--- config.mk ---
export PLATFORM = sky130hd
export DESIGN_NAME = pwm_duty_scheduler
export DESIGN_NICKNAME = d
export VERILOG_FILES = /design/src/rtl/pwm_duty_scheduler.sv
export SDC_FILE = /design/constraint.sdc
export NUM_CORES = 1
export LEC_CHECK = 0
export CORE_MARGIN = 2
export CORE_UTILIZATION = 40
export DETAILED_ROUTE_END_ITERATION = 10
export SYNTH_ARGS = -nofsm -noshare
export SYNTH_HDL_FRONTEND = slang
export SYNTH_SLANG_ARGS = --single-unit
--- constraint.sdc ---
create_clock -name clk -period 5.2 [get_ports clk]
set_input_delay 0.78 -clock clk [delete_from_list [all_inputs] [get_ports clk]]
set_output_delay 0.78 -clock clk [all_outputs]
set_load 0.02 [all_outputs]
--- src/rtl/pwm_duty_scheduler.sv ---
// pwm_duty_scheduler: two four-phase requesters share the PWM DAC duty input.
// Round-robin arbitration into a small FIFO; the head entry is applied to the
// DAC only on a period boundary so a duty change never lands mid-period.
module pwm_duty_scheduler #(
    parameter int DUTY_WIDTH = 12,
    parameter int FIFO_DEPTH = 4
) (
    input  logic                  clk,
    input  logic                  reset_n,
    input  logic                  req0,
    input  logic [DUTY_WIDTH-1:0] duty0,
    output logic                  ack0,
    input  logic                  req1,
    input  logic [DUTY_WIDTH-1:0] duty1,
    output logic                  ack1,
    input  logic                  period_start,
    input  logic                  flush,
    output logic [DUTY_WIDTH-1:0] duty_out,
    output logic                  fifo_empty,
    output logic                  fifo_full,
    output logic                  underrun
);

    localparam int AW = (FIFO_DEPTH > 1) ? $clog2(FIFO_DEPTH) : 1;
    localparam int CW = AW + 1;

    typedef enum logic {S_IDLE = 1'b0, S_ACK = 1'b1} req_state_t;

    logic [1:0]                 req_v;
    logic [1:0][DUTY_WIDTH-1:0] duty_v;
    logic [1:0]                 ack_v;
    req_state_t                 state_q [2];
    req_state_t                 state_d [2];

    logic [1:0]            cand;
    logic [1:0]            grant;
    logic                  rr_ptr;
    logic                  push;
    logic                  pop;
    logic [DUTY_WIDTH-1:0] push_data;

    logic [DUTY_WIDTH-1:0] mem [FIFO_DEPTH];
    logic [AW-1:0]         wr_ptr;
    logic [AW-1:0]         rd_ptr;
    logic [CW-1:0]         count;
    logic [CW-1:0]         count_nxt;

    assign req_v  = {req1, req0};
    assign duty_v = {duty1, duty0};
    assign ack0   = ack_v[0];
    assign ack1   = ack_v[1];

    // Requester FSM state register; reset drops any handshake in progress.
    always_ff @(posedge clk or negedge reset_n) begin
        if (!reset_n) begin
            state_q[0] <= S_IDLE;
            state_q[1] <= S_IDLE;
        end else begin
            state_q[0] <= state_d[0];
            state_q[1] <= state_d[1];
        end
    end

    // Requester FSM next state: enter ACK on a grant, leave when req drops.
    always_comb begin
        for (int i = 0; i < 2; i++) begin
            state_d[i] = state_q[i];
            case (state_q[i])
                S_IDLE:  if (grant[i]) state_d[i] = S_ACK;
                S_ACK:   if (!req_v[i]) state_d[i] = S_IDLE;
                default: state_d[i] = S_IDLE;
            endcase
        end
    end

    // Requester FSM outputs: ack is high for the whole ACK state.
    always_comb begin
        for (int i = 0; i < 2; i++) begin
            ack_v[i] = (state_q[i] == S_ACK);
        end
    end

    // Arbiter: one grant per cycle, blocked by a full FIFO or a flush.
    always_comb begin
        for (int i = 0; i < 2; i++) begin
            cand[i] = (state_q[i] == S_IDLE) && req_v[i];
        end
        grant = 2'b00;
        if (!fifo_full && !flush) begin
            case (cand)
                2'b01:   grant = 2'b01;
                2'b10:   grant = 2'b10;
                2'b11:   grant = rr_ptr ? 2'b10 : 2'b01;
                default: grant = 2'b00;
            endcase
        end
    end

    assign push      = |grant;
    assign push_data = grant[1] ? duty_v[1] : duty_v[0];
    assign pop       = period_start && !fifo_empty && !flush;

    // Round-robin pointer: after any grant, favour the other requester.
    always_ff @(posedge clk or negedge reset_n) begin
        if (!reset_n) begin
            rr_ptr <= 1'b0;
        end else if (flush) begin
            rr_ptr <= 1'b0;
        end else if (push) begin
            rr_ptr <= grant[0];
        end
    end

    // Occupancy after this cycle's push/pop; a simultaneous pair cancels.
    always_comb begin
        count_nxt = count;
        if (push && !pop) begin
            count_nxt = count + CW'(1);
        end else if (pop && !push) begin
            count_nxt = count - CW'(1);
        end
    end

    // FIFO pointers, count and registered status flags.
    always_ff @(posedge clk or negedge reset_n) begin
        if (!reset_n) begin
            wr_ptr     <= '0;
            rd_ptr     <= '0;
            count      <= '0;
            fifo_empty <= 1'b1;
            fifo_full  <= 1'b0;
        end else if (flush) begin
            wr_ptr     <= '0;
            rd_ptr     <= '0;
            count      <= '0;
            fifo_empty <= 1'b1;
            fifo_full  <= 1'b0;
        end else begin
            if (push) wr_ptr <= wr_ptr + AW'(1);
            if (pop)  rd_ptr <= rd_ptr + AW'(1);
            count      <= count_nxt;
            fifo_empty <= (count_nxt == '0);
            fifo_full  <= (count_nxt == CW'(FIFO_DEPTH));
        end
    end

    // FIFO storage; contents need no reset since the pointers gate reads.
    always_ff @(posedge clk) begin
        if (push) begin
            mem[wr_ptr] <= push_data;
        end
    end

    // DAC duty register and sticky underrun, updated on period boundaries.
    always_ff @(posedge clk or negedge reset_n) begin
        if (!reset_n) begin
            duty_out <= '0;
            underrun <= 1'b0;
        end else if (flush) begin
            duty_out <= '0;
            underrun <= 1'b0;
        end else if (period_start) begin
            if (fifo_empty) begin
                underrun <= 1'b1;
            end else begin
                duty_out <= mem[rd_ptr];
            end
        end
    end

endmodule

==> results.yml <==
timing:
  final_min_period_over_clock_period_pct: 47.0
  slew_headroom_pct: 41.8
  fmax_mhz: 409
  final-hold-violation-count: 0
  timing_worst_slew_pin_value_ps: 873
  max_slew_violation_total_from_the_final_report: 0
  timing.final.ws_setup_ps: 2760
  holdWs_ps: 510
  post-route-min-period_ps: 2440
  clock_skew_ps: 4.52
  fin_setup_tns_ps: 0
  rsz_0062_raised_after_global_routing: "false"
  setup_viol_count_final: 0
synth:
  synth.cell_area_um2: 3140
  synth_top_area_share_pct: 45.9
  synth-async-reset-ratio_pct: 34.2
  syn_inst: 211
  ys_seq_area_share_pct: 65.9
  synth.top_cells.by_area: "edfxtp_1 (46%), dfrtp_1 (19%), mux4_2 (8.6%)"
  synth_simple_gate_area_share_pct: 8.37
  synth-compound-area-share_pct: 5.30
  yosys.area_share.xor_xnor_pct: 1.39
  synthAdderAreaFrac_pct: 2.39
  synth.cells.most_frequent: "edfxtp_1 (48), nand2_1 (33), dfrtp_1 (24), a21oi_1 (16)"
  synth-edff-count: 48
  yosysMostFrequentCell: "edfxtp_1"
  yosys.cell_types.count: 34
  yosys_synthesis_warning_count: 0
  largest_family_of_logic_cells_by_synthesized_area: "multiplexers"
  flops_latches_synth: 73
  synthesis.area_per_instance_um2: 14.9
  yosysTopAreaCell: "edfxtp_1"
  synthMuxAreaShare_pct: 13.7
  dominantRegCellSynth: "edfxtp_1"
  synthesis.nets: 247
route:
  dr.pass1.iters: 4
  wl_mm: 5.82
  top_layer: "met4"
  detail_route.drc_violations: 0
  met3WireLength_um: 281
  routed-wl-met2_mm: 2.89
  detail_route.iter0.violations: 91
  route.detailed.wl_per_inst_um: 15.8
  antenna_left: 0
  wl_met1_mm: 2.60
  num_vias: 1797
  routed_via_density: 4.90
placed_design:
  placedInstanceArea_um2: 3690
  place.gp.congestion: 0.716
  numPortBuffers: 46
  dp_worst_setup_slack_ps: 2380
  post-dp-hpwl_mm: 3.76
layout:
  final_layout_size_suffix_gt1_share_pct: 18.1
  nFillCells: 657
  seqCellArea_um2: 2070
  antenna_cells: 0
  synthToLayoutAreaGrowth_pct: 23.5
  design_area_um2: 3880
  multi_input_comb_area_um2: 978
  final_nets: 296
clocking:
  cts_htree_levels: 3
  cts.path.max_buffers: 2
  post-cts-setup-buffers: 0
  cts.sink_count: 73
  worstSkewPairLatency_ps: 330
  clock_transition_at_the_registers_of_the_reported_paths_ps: 70
  cts_tree: "done"
  clock-root-buffer: "clkbuf_8"
  post_cts_hold_buffer_count: 0
  post_cts_resize_count: 0
  cts-buffers-inserted: 9
critical_path:
  r2r_cells: 5
  r2r_start: "fifo_empty"
  worstSetupStartpoint: "flush"
  crit_path_cell_trace: "clkdlybuf4s50_1 -> buf_4 -> nor2_8 -> o21a_4 -> and2_1"
  worst_r2r_setup_slack_ps: 3160
  start_kind: "input pin"
  timing.critical_path.arrival_ps: 2410
  crit_path_max_incr_delay_ps: 600
  slowest_cell_on_the_critical_path: "and2_1"
  crit_fanout: 25
  worstSetupPathType: "input pin to flip-flop"
  critPathRequiredTime_ps: 5170
  critical_path.endpoint_type: "flip-flop"
  regToRegEndpoint: "fifo_full"
hold_path:
  hp-start: "underrun"
  min_delay_worst_endpoint: "underrun"
  hp-class: "flip-flop to flip-flop"
  instance_count_along_the_most_critical_hold_path: 2
die:
  pin_count: 47
  die_height_um: 92.6
  rows: 32
  die_x_um: 92.6
  core_region_area_um2: 7650
  initial_core_util_pct: 41.1
  dieArea_um2: 8570
global_routing:
  grt_first_pass_wirelength_mm: 9.45
  antenna_found_initial: 0
  grt_max_degree: 26
  globalRouteOverflowTotal: 0
  grt_pass1_vias: 1848
  globalRouteTotalUtil_pct: 15.0
pwr:
  total_power_mw: 1.50
  power.density_cell_area_nw_per_um2: 387
  vdd_ir_drop_max_mv: 0.169
  p_leak_nw: 1.39
outcome:
  status: "complete, no violations"
run:
  max_cap_violations: 0
[report_power, final]
group | total (mW) | internal [mW] | switching (mW)
Combinational | 0.345 | 0.174 | 0.171
Clock | 0.412 | 0.216 | 0.195
Sequential | 0.743 | 0.690 | 0.0523
Total | 1.50 | 1.08 | 0.419
[kinds of logic (layout without fill, tap and decap cells)]
| kind of cell | after synthesis | in the layout |
|---|---|---|
| flip-flops | 73 | 73 |
| AND/OR/NAND/NOR | 56 | 56 |
| AO/OA/AOI/OAI | 26 | 26 |
| multiplexers | 26 | 26 |
| buffers and inverters | 19 | 73 |
| adder cells (fa/ha/maj) | 6 | 6 |
| XOR/XNOR | 5 | 5 |
[stage by stage]
step	utilization [%]	instances
after detailed placement	48.3	351
after global placement	48.3	351
after CTS	50.7	367
after floorplan	-	211
after global routing	50.7	367
final	50.7	367
[critical path: cells and delay by family]
kind / cells / cell delay (ps)
and+or+nand+nor: 2 / 750
buffers and inverters: 2 / 640
AOI/OAI and AO/OA: 1 / 230
[how the worst max path moves through the flow]
stage                            to  cells past startpoint
after floorplan           mem[0][0]                      5
after global routing      mem[0][5]                      5
after global placement    mem[0][9]                      5
after CTS                 mem[3][5]                      5
final                     mem[3][5]                      5
after detailed placement  mem[3][9]                      5
[metal layers]
metal / vias up / GRT usage, %
li1: 860 / -
met1: 886 / 19.1
met2: 46 / 24.7
met3: 5 / 5.21
met4: 0 / 3.73
met5: - / 0
[flip-flops by register name (all words and copies together), names as in the netlist]
| name | count |
|---|---|
| ack1 | 1 |
| fifo_empty | 1 |
| rd_ptr | 2 |
| duty_out | 12 |
| underrun | 1 |
| ack0 | 1 |
| wr_ptr | 2 |
| rr_ptr | 1 |
| mem | 48 |
| fifo_full | 1 |
| count | 3 |
[cells in the final DEF, fill, tap and decap left out, drive strengths merged, types with 2 or more instances in the layout]
cell type,instances
nand2,33
o21ai,2
ha,6
clkinv,6
buf,4
mux2,13
xnor2,4
nor2b,4
and2,4
clkbuf,9
nor2,12
edfxtp,48
a31oi,2
clkdlybuf4s50,46
a21oi,16
inv,7
mux4,12
dfrtp,24
[cell type report]
cell class	instances	share of cell area, %
repair buffers	50	12.7
multi-input cells	119	25.2
inverters	7	0.678
flip-flops and latches	73	53.4
clock buffers	9	3.20
clock inverters	7	1.58
well taps	102	3.29
No activity file was read; power rests on OpenSTA's default activity.
